`config.mk`:
```
export PLATFORM = sky130hd
export DESIGN_NAME = frame_sequencer
export DESIGN_NICKNAME = d
export VERILOG_FILES = /design/src/rtl/frame_pkg.sv /design/src/rtl/frame_prescaler.sv /design/src/rtl/frame_sequencer.sv
export SDC_FILE = /design/constraint.sdc
export NUM_CORES = 1
export LEC_CHECK = 0
export CORE_AREA = 2 2 43 45
export DETAILED_ROUTE_END_ITERATION = 12
export DIE_AREA = 0 0 45 47
export HOLD_SLACK_MARGIN = 0.15
export PLACE_DENSITY_LB_ADDON = 0.1
export SLEW_MARGIN = 15
export SYNTH_ARGS = -nofsm -noshare
export SYNTH_HDL_FRONTEND = slang
export SYNTH_SLANG_ARGS = --single-unit
```
`constraint.sdc`:
```
create_clock -name clk -period 4.1 [get_ports clk]
set_input_delay 0.41 -clock clk [delete_from_list [all_inputs] [get_ports clk]]
set_output_delay 0.41 -clock clk [all_outputs]
set_load 0.02 [all_outputs]
```
`src/rtl/frame_pkg.sv`:
```
// ============================================================
// frame_pkg: mode encodings, step masks and event decode helper
// Rev 1.0
// ============================================================
`default_nettype none

package frame_pkg;

  typedef enum logic {
    MODE_4STEP = 1'b0,
    MODE_5STEP = 1'b1
  } frame_mode_e;

  localparam int STEP_W = 3;

  localparam logic [STEP_W-1:0] LAST_STEP_4 = 3'd3;
  localparam logic [STEP_W-1:0] LAST_STEP_5 = 3'd4;

  // Bit n of each mask enables the event when the tick lands on step n.
  localparam logic [4:0] Q_MASK_4 = 5'b01111;
  localparam logic [4:0] H_MASK_4 = 5'b01010;
  localparam logic [4:0] I_MASK_4 = 5'b01000;
  localparam logic [4:0] Q_MASK_5 = 5'b10111;
  localparam logic [4:0] H_MASK_5 = 5'b10010;
  localparam logic [4:0] I_MASK_5 = 5'b00000;

  typedef struct packed {
    logic qfr;
    logic hfr;
    logic irq;
  } frame_evt_t;

  function automatic frame_evt_t step_events(frame_mode_e mode, logic [STEP_W-1:0] s);
    logic [4:0] q;
    logic [4:0] h;
    logic [4:0] i;
    frame_evt_t e;
    q = (mode == MODE_5STEP) ? Q_MASK_5 : Q_MASK_4;
    h = (mode == MODE_5STEP) ? H_MASK_5 : H_MASK_4;
    i = (mode == MODE_5STEP) ? I_MASK_5 : I_MASK_4;
    e = '0;
    if (s <= 3'd4) begin
      e.qfr = q[s];
      e.hfr = h[s];
      e.irq = i[s];
    end
    return e;
  endfunction

  function automatic logic [STEP_W-1:0] last_step(frame_mode_e mode);
    return (mode == MODE_5STEP) ? LAST_STEP_5 : LAST_STEP_4;
  endfunction

endpackage

`default_nettype wire

```
`src/rtl/frame_prescaler.sv`:
```
// ============================================================
// frame_prescaler: modulo-PRESCALE counter with sync clear and tick
// Rev 1.0
// ============================================================
`default_nettype none

module frame_prescaler #(
  parameter int PRESCALE = 20,
  parameter int CNT_W    = $clog2(PRESCALE)
) (
  input  logic clk,
  input  logic rst_n,
  input  logic clr_i,
  output logic tick_o
);

  generate
    if (PRESCALE < 2) begin : g_bad_prescale
      $error("frame_prescaler: PRESCALE must be at least 2");
    end
    if (CNT_W < $clog2(PRESCALE)) begin : g_bad_cnt_w
      $error("frame_prescaler: CNT_W too narrow for PRESCALE");
    end
  endgenerate

  localparam logic [CNT_W-1:0] c_last_cnt = CNT_W'(PRESCALE - 1);

  logic [CNT_W-1:0] cnt_q;
  logic [CNT_W-1:0] cnt_d;

  assign tick_o = (cnt_q == c_last_cnt);

  always_comb begin
    cnt_d = cnt_q + CNT_W'(1);
    if (clr_i || tick_o) begin
      cnt_d = '0;
    end
  end

  always_ff @(posedge clk or negedge rst_n) begin
    if (!rst_n) begin
      cnt_q <= '0;
    end else begin
      cnt_q <= cnt_d;
    end
  end

endmodule

`default_nettype wire

```
`src/rtl/frame_sequencer.sv`:
```
// ============================================================
// frame_sequencer: 4/5-step frame sequencer, event pulses and IRQ
// Rev 1.0
// ============================================================
`default_nettype none

module frame_sequencer
  import frame_pkg::*;
#(
  parameter int CLK_HZ = 4800,
  parameter int QFR_HZ = 240,
  parameter int CNT_W  = $clog2(CLK_HZ / QFR_HZ)
) (
  input  logic        clk,
  input  logic        rst_n,
  input  logic        frame_we,
  input  logic        frame_mode,
  input  logic        frame_irq_inh,
  input  logic        irq_ack,
  output logic        qfr_pulse,
  output logic        hfr_pulse,
  output logic        irq,
  output logic [2:0]  step,
  output logic        qfr_clk,
  output logic        hfr_clk
);

  localparam int PRESCALE = CLK_HZ / QFR_HZ;

  logic        w_tick;
  frame_evt_t  w_evt;

  frame_mode_e       mode_q, mode_d;
  logic              inh_q, inh_d;
  logic [STEP_W-1:0] step_q, step_d;
  logic              qfr_q, qfr_d;
  logic              hfr_q, hfr_d;
  logic              irq_q, irq_d;
  logic              qclk_q, qclk_d;
  logic              hclk_q, hclk_d;

  // A write restarts the tick period so the next event lands PRESCALE cycles later.
  frame_prescaler #(
    .PRESCALE (PRESCALE),
    .CNT_W    (CNT_W)
  ) u_prescaler (
    .clk    (clk),
    .rst_n  (rst_n),
    .clr_i  (frame_we),
    .tick_o (w_tick)
  );

  always_ff @(posedge clk or negedge rst_n) begin
    if (!rst_n) begin
      mode_q <= MODE_4STEP;
      inh_q  <= 1'b0;
      step_q <= '0;
      qfr_q  <= 1'b0;
      hfr_q  <= 1'b0;
      irq_q  <= 1'b0;
      qclk_q <= 1'b0;
      hclk_q <= 1'b0;
    end else begin
      mode_q <= mode_d;
      inh_q  <= inh_d;
      step_q <= step_d;
      qfr_q  <= qfr_d;
      hfr_q  <= hfr_d;
      irq_q  <= irq_d;
      qclk_q <= qclk_d;
      hclk_q <= hclk_d;
    end
  end

  always_comb begin
    w_evt  = step_events(mode_q, step_q);
    mode_d = mode_q;
    inh_d  = inh_q;
    step_d = step_q;
    qfr_d  = 1'b0;
    hfr_d  = 1'b0;
    irq_d  = irq_q & ~irq_ack;

    // The write branch excludes the tick branch, so a coincident tick is dropped.
    if (frame_we) begin
      mode_d = frame_mode_e'(frame_mode);
      inh_d  = frame_irq_inh;
      step_d = '0;
      qfr_d  = (mode_d == MODE_5STEP);
      hfr_d  = (mode_d == MODE_5STEP);
      if (frame_irq_inh) begin
        irq_d = 1'b0;
      end
    end else if (w_tick) begin
      qfr_d = w_evt.qfr;
      hfr_d = w_evt.hfr;
      if (w_evt.irq && !inh_q) begin
        irq_d = 1'b1;
      end
      step_d = (step_q >= last_step(mode_q)) ? '0 : step_q + STEP_W'(1);
    end

    qclk_d = qclk_q ^ qfr_d;
    hclk_d = hclk_q ^ hfr_d;
  end

  always_comb begin
    qfr_pulse = qfr_q;
    hfr_pulse = hfr_q;
    irq       = irq_q;
    step      = step_q;
    qfr_clk   = qclk_q;
    hfr_clk   = hclk_q;
  end

endmodule

`default_nettype wire

```
Word level (Yosys, flattened, before mapping):

Index checks and enable logic that the tools add are counted.

* register bits after elaboration: 15

* add/sub/neg operators: 2
* bitwise operators: 4
* magnitude comparators: 3
* mux-type cells: 23
* reductions and logical operators: 4
* equality and inequality tests: 1

Operators with widths (count)
* 2-to-1 mux 3 bit: 5
* 2-to-1 mux 5 bit: 3
* 2-to-1 mux 1 bit: 11
* binary-select mux 1 bit (select 3 bit): 3
* adder 5 x 1 -> 5 bit (second input constant): 1
* == test 5 bit (second input constant): 1
* less-than comparator 3 x 4 -> 1 bit (second input constant): 1
* 2-to-1 mux 4 bit: 1
* adder 3 x 1 -> 3 bit (second input constant): 1
* >= comparator 3 bit: 1
* <= comparator 3 bit (second input constant): 1
* nonzero test 2 bit: 1
* XOR 1 bit: 2
* bitwise AND 1 bit: 1
* logical AND 1 bit: 1
* zero test 1 bit: 1
* logical OR 1 bit: 1
* inverter 1 bit: 1

Logic depth before layout (Yosys ltp):

* depth in word-level cells: 8
* gate-level depth with buffers: 6

Hierarchy:

A second synthesis with hierarchy kept.

* cell total of the unflattened synthesis: 75
* area total of the unflattened synthesis: 857.1 µm²

By module, submodules not included
* frame_sequencer: cells an instance 53, sequential area each 250.2 µm², area an instance 611.8 µm², instances 1
* frame_prescaler: cells an instance 22, sequential area each 125.1 µm², area an instance 245.2 µm², instances 1

Worst setup path before layout:

No wires, ideal clock.

* kind: reg2reg
* from: reg step_q[0] (netlist: step[0])
* to: reg step_q[2] (netlist: step[2])
* library setup time: 0.078 ns
* setup slack: 2.503 ns
* stages on the path, launching flop included: 7
* arrival time: 1.519 ns
* cells stage by stage: dfrtp_1 inv_1 ha_1 nand2b_1 a21oi_1 o221ai_1 a21oi_1

* cells in the longest elaborated chain, start to end: 4

Ends and longest elaborated chain
* start, declared: RTL line frame_sequencer.sv:35 `logic [STEP_W-1:0] step_q, step_d;`
* start signal, assigned: RTL line frame_sequencer.sv:66 `step_q <= step_d;`
* adder 3 x 1 -> 3 bit / >= comparator 3 bit (equally long branches): RTL line frame_sequencer.sv:100 `step_d = (step_q >= last_step(mode_q)) ? '0 : step_q + STEP_W'(1);`
* 2-to-1 mux 3 bit (*): RTL line frame_sequencer.sv:100
* 2-to-1 mux 3 bit (*): RTL line frame_sequencer.sv:94 `end else if (w_tick) begin`
* 2-to-1 mux 3 bit (*): RTL line frame_sequencer.sv:85 `if (frame_we) begin`

Mark *: on every way between the ends. The rest lies on a longest branch, timed or not. The select of a mux whose other input is x is not followed.
A chain may end at the register's enable or synchronous reset.

Final worst setup path:

* from: reg step_q[2] (netlist: step[2])
* to: out step[2]

RTL lines
* end, declared: RTL line frame_sequencer.sv:23 `output logic [2:0] step,`

No word-level cell between the ends.

==> results <==
- The share of the Yosys chip area taken by registers is 0.445.
- In this run the worst setup path terminates at step[2].
- The chip height is 47 um.
- The clock reaches the later pin of the worst-skew pair after 0.27 ns.
- The sort of element at the start of the critical path is a register.
- Hold is met by 0.470 ns.
- The clock input transition at the sequential cells of the worst setup and hold paths is 0.08 ns.
- The slack of the worst reg-to-reg path is 2.41 ns.
- The CTS tree is yes.
- The remaining max-slew budget at the tightest pin is 0.570.
- The number of filler instances in the final layout is 146.
- The run finished with clean final reports.
- The number of DRC violations after detailed routing is 0.
- Summed over all nets, the half-perimeter wirelength after detailed placement is 1.15 mm.
- In the final layout, the multi-input gates occupy 430 um2.
- For the worst setup path, the data arrival time is 1.44 ns.
- The total power density per cell area is 325 nW/um2.
- The clock buffer count from CTS is 3.
- Along the worst path, the maximum fanout reaches 7.
- The number of antenna-violating nets in the routed design is 0.
- The kind of cell with the highest combined delay on the critical path is buffers and inverters.
- The number of antenna violations at the first check in global routing is 0.
- The final-stage net count is 110.
- The hold buffer count at CTS is 0.
- Summed over all cells, the static leakage comes to 0.438 nW.
- The die area is 2120 um2.
- The buffer depth of the longest clock path is 2.
- Summed over all failing endpoints, the final setup total negative slack is 0 ns.
- In this run the critical register-to-register path is captured at step[2].
- The number of sinks handled by clock tree synthesis is 15.
- The number of pins exceeding their max-slew limit in the final report was 0.
- The worst reg2reg path startpoint is step[0].
- Timing would allow up to 0.541 GHz.
- The repair_antennas step left the layout with diodes totalling 0.
- Setup repair after global routing left no endpoint under its margin.
- In this run the number of H-tree levels came out at 1.
- In this run the number of cells on the critical path is 1.
- The largest net degree at the start of global routing is 16.
- The horizontal die dimension is 45 um.
- The count of pins on the block boundary is 14.
- The largest total area in the synthesized netlist belongs to sky130_fd_sc_hd__dfrtp_1.
- The total of warnings raised by yosys is 0.
- The row count is 15.
- For the finished layout, the period the worst path requires is 1.85 ns.
- The transition time of the tightest slew-check pin is 0.644 ns.
- The fraction of post-synthesis cell area in the top cell type by area is 0.445.
- The worst setup path is captured at an output port.
- Compared with the post-synthesis result, the final layout area differs by 20.6%.
- The max-capacitance violation count is 0.
- In this run the standard cell core region covers 1650 um2.
- The via count is 596.
- The slowest stage of the critical path belongs to the cell sky130_fd_sc_hd__clkdlybuf4s50_1.
- The number of I/O port buffers is 13.
- The first detailed-routing pass ran for 4 iterations.
- The logic depth of the worst register-to-register path is 6.
- The data required time of the critical path is 3.69 ns.
- The master cell of the clock root buffer is sky130_fd_sc_hd__clkbuf_4.
- Post-CTS repair changed the size of 0 cells.
- The critical path in this run is classified as reg2out.
- Together, buffers and inverters on the worst path number 1.
- The area taken by flip-flops and latches is 375 um2.
- Sorting the synthesized cells by area gives the leading types as sky130_fd_sc_hd__dfrtp_1 (45%), sky130_fd_sc_hd__ha_1 (13%), sky130_fd_sc_hd__xnor2_1 (4.2%).
- The routability congestion estimate from global placement is 0.858.
- The critical path goes through clkdlybuf4s50_1.
- In the synthesized netlist the async set-or-reset flop fraction comes to 1.00.
- The delay of the slowest cell on the worst path is 0.66 ns.
- The first global-routing pass estimated 2.72 mm of wire.
- For this block, the routed nets add up to 1.48 mm of wire.
- The via-per-instance ratio is 5.37.
- After clock tree synthesis, the setup repair step added 0 buffers.
- After synthesis the cells add up to 843 um2.
- Of the available clock period, the critical path in the final layout requires 0.451.
- For this configuration, the core starts out at a cell density of 0.511.
- Dividing the detail-routed wire length by the instance count gives 13.3 um.
- Synthesis inferred 15 register bits.
- The cell count after synthesis is 78.
- In the global route stage, overall resource usage came out at 0.184.
- The type of the worst min-delay path is reg2reg.
- In the synthesized netlist the dominant register cell turns out to be sky130_fd_sc_hd__dfrtp_1.
- The number of distinct library cells after synthesis is 26.
- The synthesized area divided by synthesized cell count is 10.8 um2.
- The via count of the first global-routing pass is 593.
- Yosys mapped a number of flops with a built-in enable equal to 0.
- Of the cells placed in the final design, the portion with a size suffix greater than 1 is 0.0957.
- The peak supply drop is 0.289 mV.
- The number of DRC violations after detailed-routing iteration 0 is 18.
- When the netlist entered floorplanning its net count stood at 93.
- Clock skew on the completed layout was measured at 0.000215 ns.
- The final setup violation count is 0.
- The number of failing hold endpoints at the final stage was 0.
- The launch point of the worst path is step[2].
- The total overflow reported by the global router is 0.
## per-layer routing
layer  vias to the layer above  wire, um  global-route usage
met1                       286       687               0.252
met3                         2        31              0.0346
li1                        303         -                   -
met4                         0        18              0.0882
met5                         -         0                   0
met2                         5       742               0.283
## cell usage after synthesis, types with 2 or more instances
cell type and number:
sky130_fd_sc_hd__inv_1 9, sky130_fd_sc_hd__ha_1 9, sky130_fd_sc_hd__a21boi_2 2, sky130_fd_sc_hd__dfrtp_1 15, sky130_fd_sc_hd__nand2_1 8, sky130_fd_sc_hd__nor3b_1 2, sky130_fd_sc_hd__o2111ai_1 2, sky130_fd_sc_hd__xnor2_1 4
sky130_fd_sc_hd__nand2b_1 2, sky130_fd_sc_hd__nor2_1 4, sky130_fd_sc_hd__o21ai_0 3, sky130_fd_sc_hd__a21oi_1 4
## cell families after synthesis
logic type	after synthesis	synth area share
muxes	2	0.0252
and+or+nand+nor	22	0.159
buffers and inverters	10	0.0445
AOI/OAI and AO/OA	16	0.151
xor gates and xnor gates	4	0.0415
adders and majority gates	9	0.134
DFF	15	0.445
## metrics by stage
stage	instances	utilization	total power [mW]	setup WS, ns	cell area [um2]
after floorplan	78	-	0.215	2.50	843
after global placement	107	0.600	0.252	2.33	991
after detailed placement	107	0.600	0.253	2.27	991
after CTS	111	0.616	0.334	2.24	1020
after global routing	111	0.616	0.352	2.17	1020
final	111	0.616	0.330	2.25	1020
## worst min-delay path by stage
| stage | start | endpoint | slack, ns | cells after the start |
|---|---|---|---|---|
| after global placement | u_prescaler.cnt_q[0] | u_prescaler.cnt_q[0] | 0.45 | 1 |
| final | u_prescaler.cnt_q[0] | u_prescaler.cnt_q[0] | 0.47 | 1 |
| after global routing | u_prescaler.cnt_q[0] | u_prescaler.cnt_q[0] | 0.50 | 1 |
| after detailed placement | u_prescaler.cnt_q[0] | u_prescaler.cnt_q[0] | 0.46 | 1 |
| after CTS | u_prescaler.cnt_q[0] | u_prescaler.cnt_q[0] | 0.47 | 1 |
| after floorplan | rst_n | hfr_clk | 0.11 | 0 |
## power by group
group	total [mW]	internal [mW]	switching, mW	leakage (nW)
Sequential	0.175	0.163	0.0120	0.196
Clock	0.0813	0.0377	0.0436	0.0150
Combinational	0.0737	0.0379	0.0358	0.227
Total	0.330	0.239	0.0914	0.438
## placed cells by master, fill, tap and decap left out, types with 2 or more instances in the layout
cell                              netlist  routed
sky130_fd_sc_hd__ha_1                   9       9
sky130_fd_sc_hd__xnor2_1                4       4
sky130_fd_sc_hd__nand2_1                8       8
sky130_fd_sc_hd__inv_1                  9       9
sky130_fd_sc_hd__a21oi_1                4       4
sky130_fd_sc_hd__nand2b_1               2       2
sky130_fd_sc_hd__a21boi_2               2       2
sky130_fd_sc_hd__clkdlybuf4s50_1        0      13
sky130_fd_sc_hd__nor3b_1                2       2
sky130_fd_sc_hd__o21ai_0                3       3
sky130_fd_sc_hd__dfrtp_1               15      15
sky130_fd_sc_hd__nor2_1                 4       4
sky130_fd_sc_hd__clkbuf_4               0       3
sky130_fd_sc_hd__o2111ai_1              2       2
## state kept, by name (all words and copies together) (netlist names)
name and flops:
inh_q 1, hfr_pulse 1, qfr_clk 1, u_prescaler.cnt_q 5, step 3, qfr_pulse 1
hfr_clk 1, irq 1, mode_q 1
## final cells by class
class	count	share of cell area
Clock buffer	4	0.0258
Inverter	9	0.0332
Multi-Input combinational cell	53	0.423
Sequential cell	15	0.369
Tap cell	17	0.0209
Timing Repair Buffer	13	0.128
(Power assumes the default switching activity.)
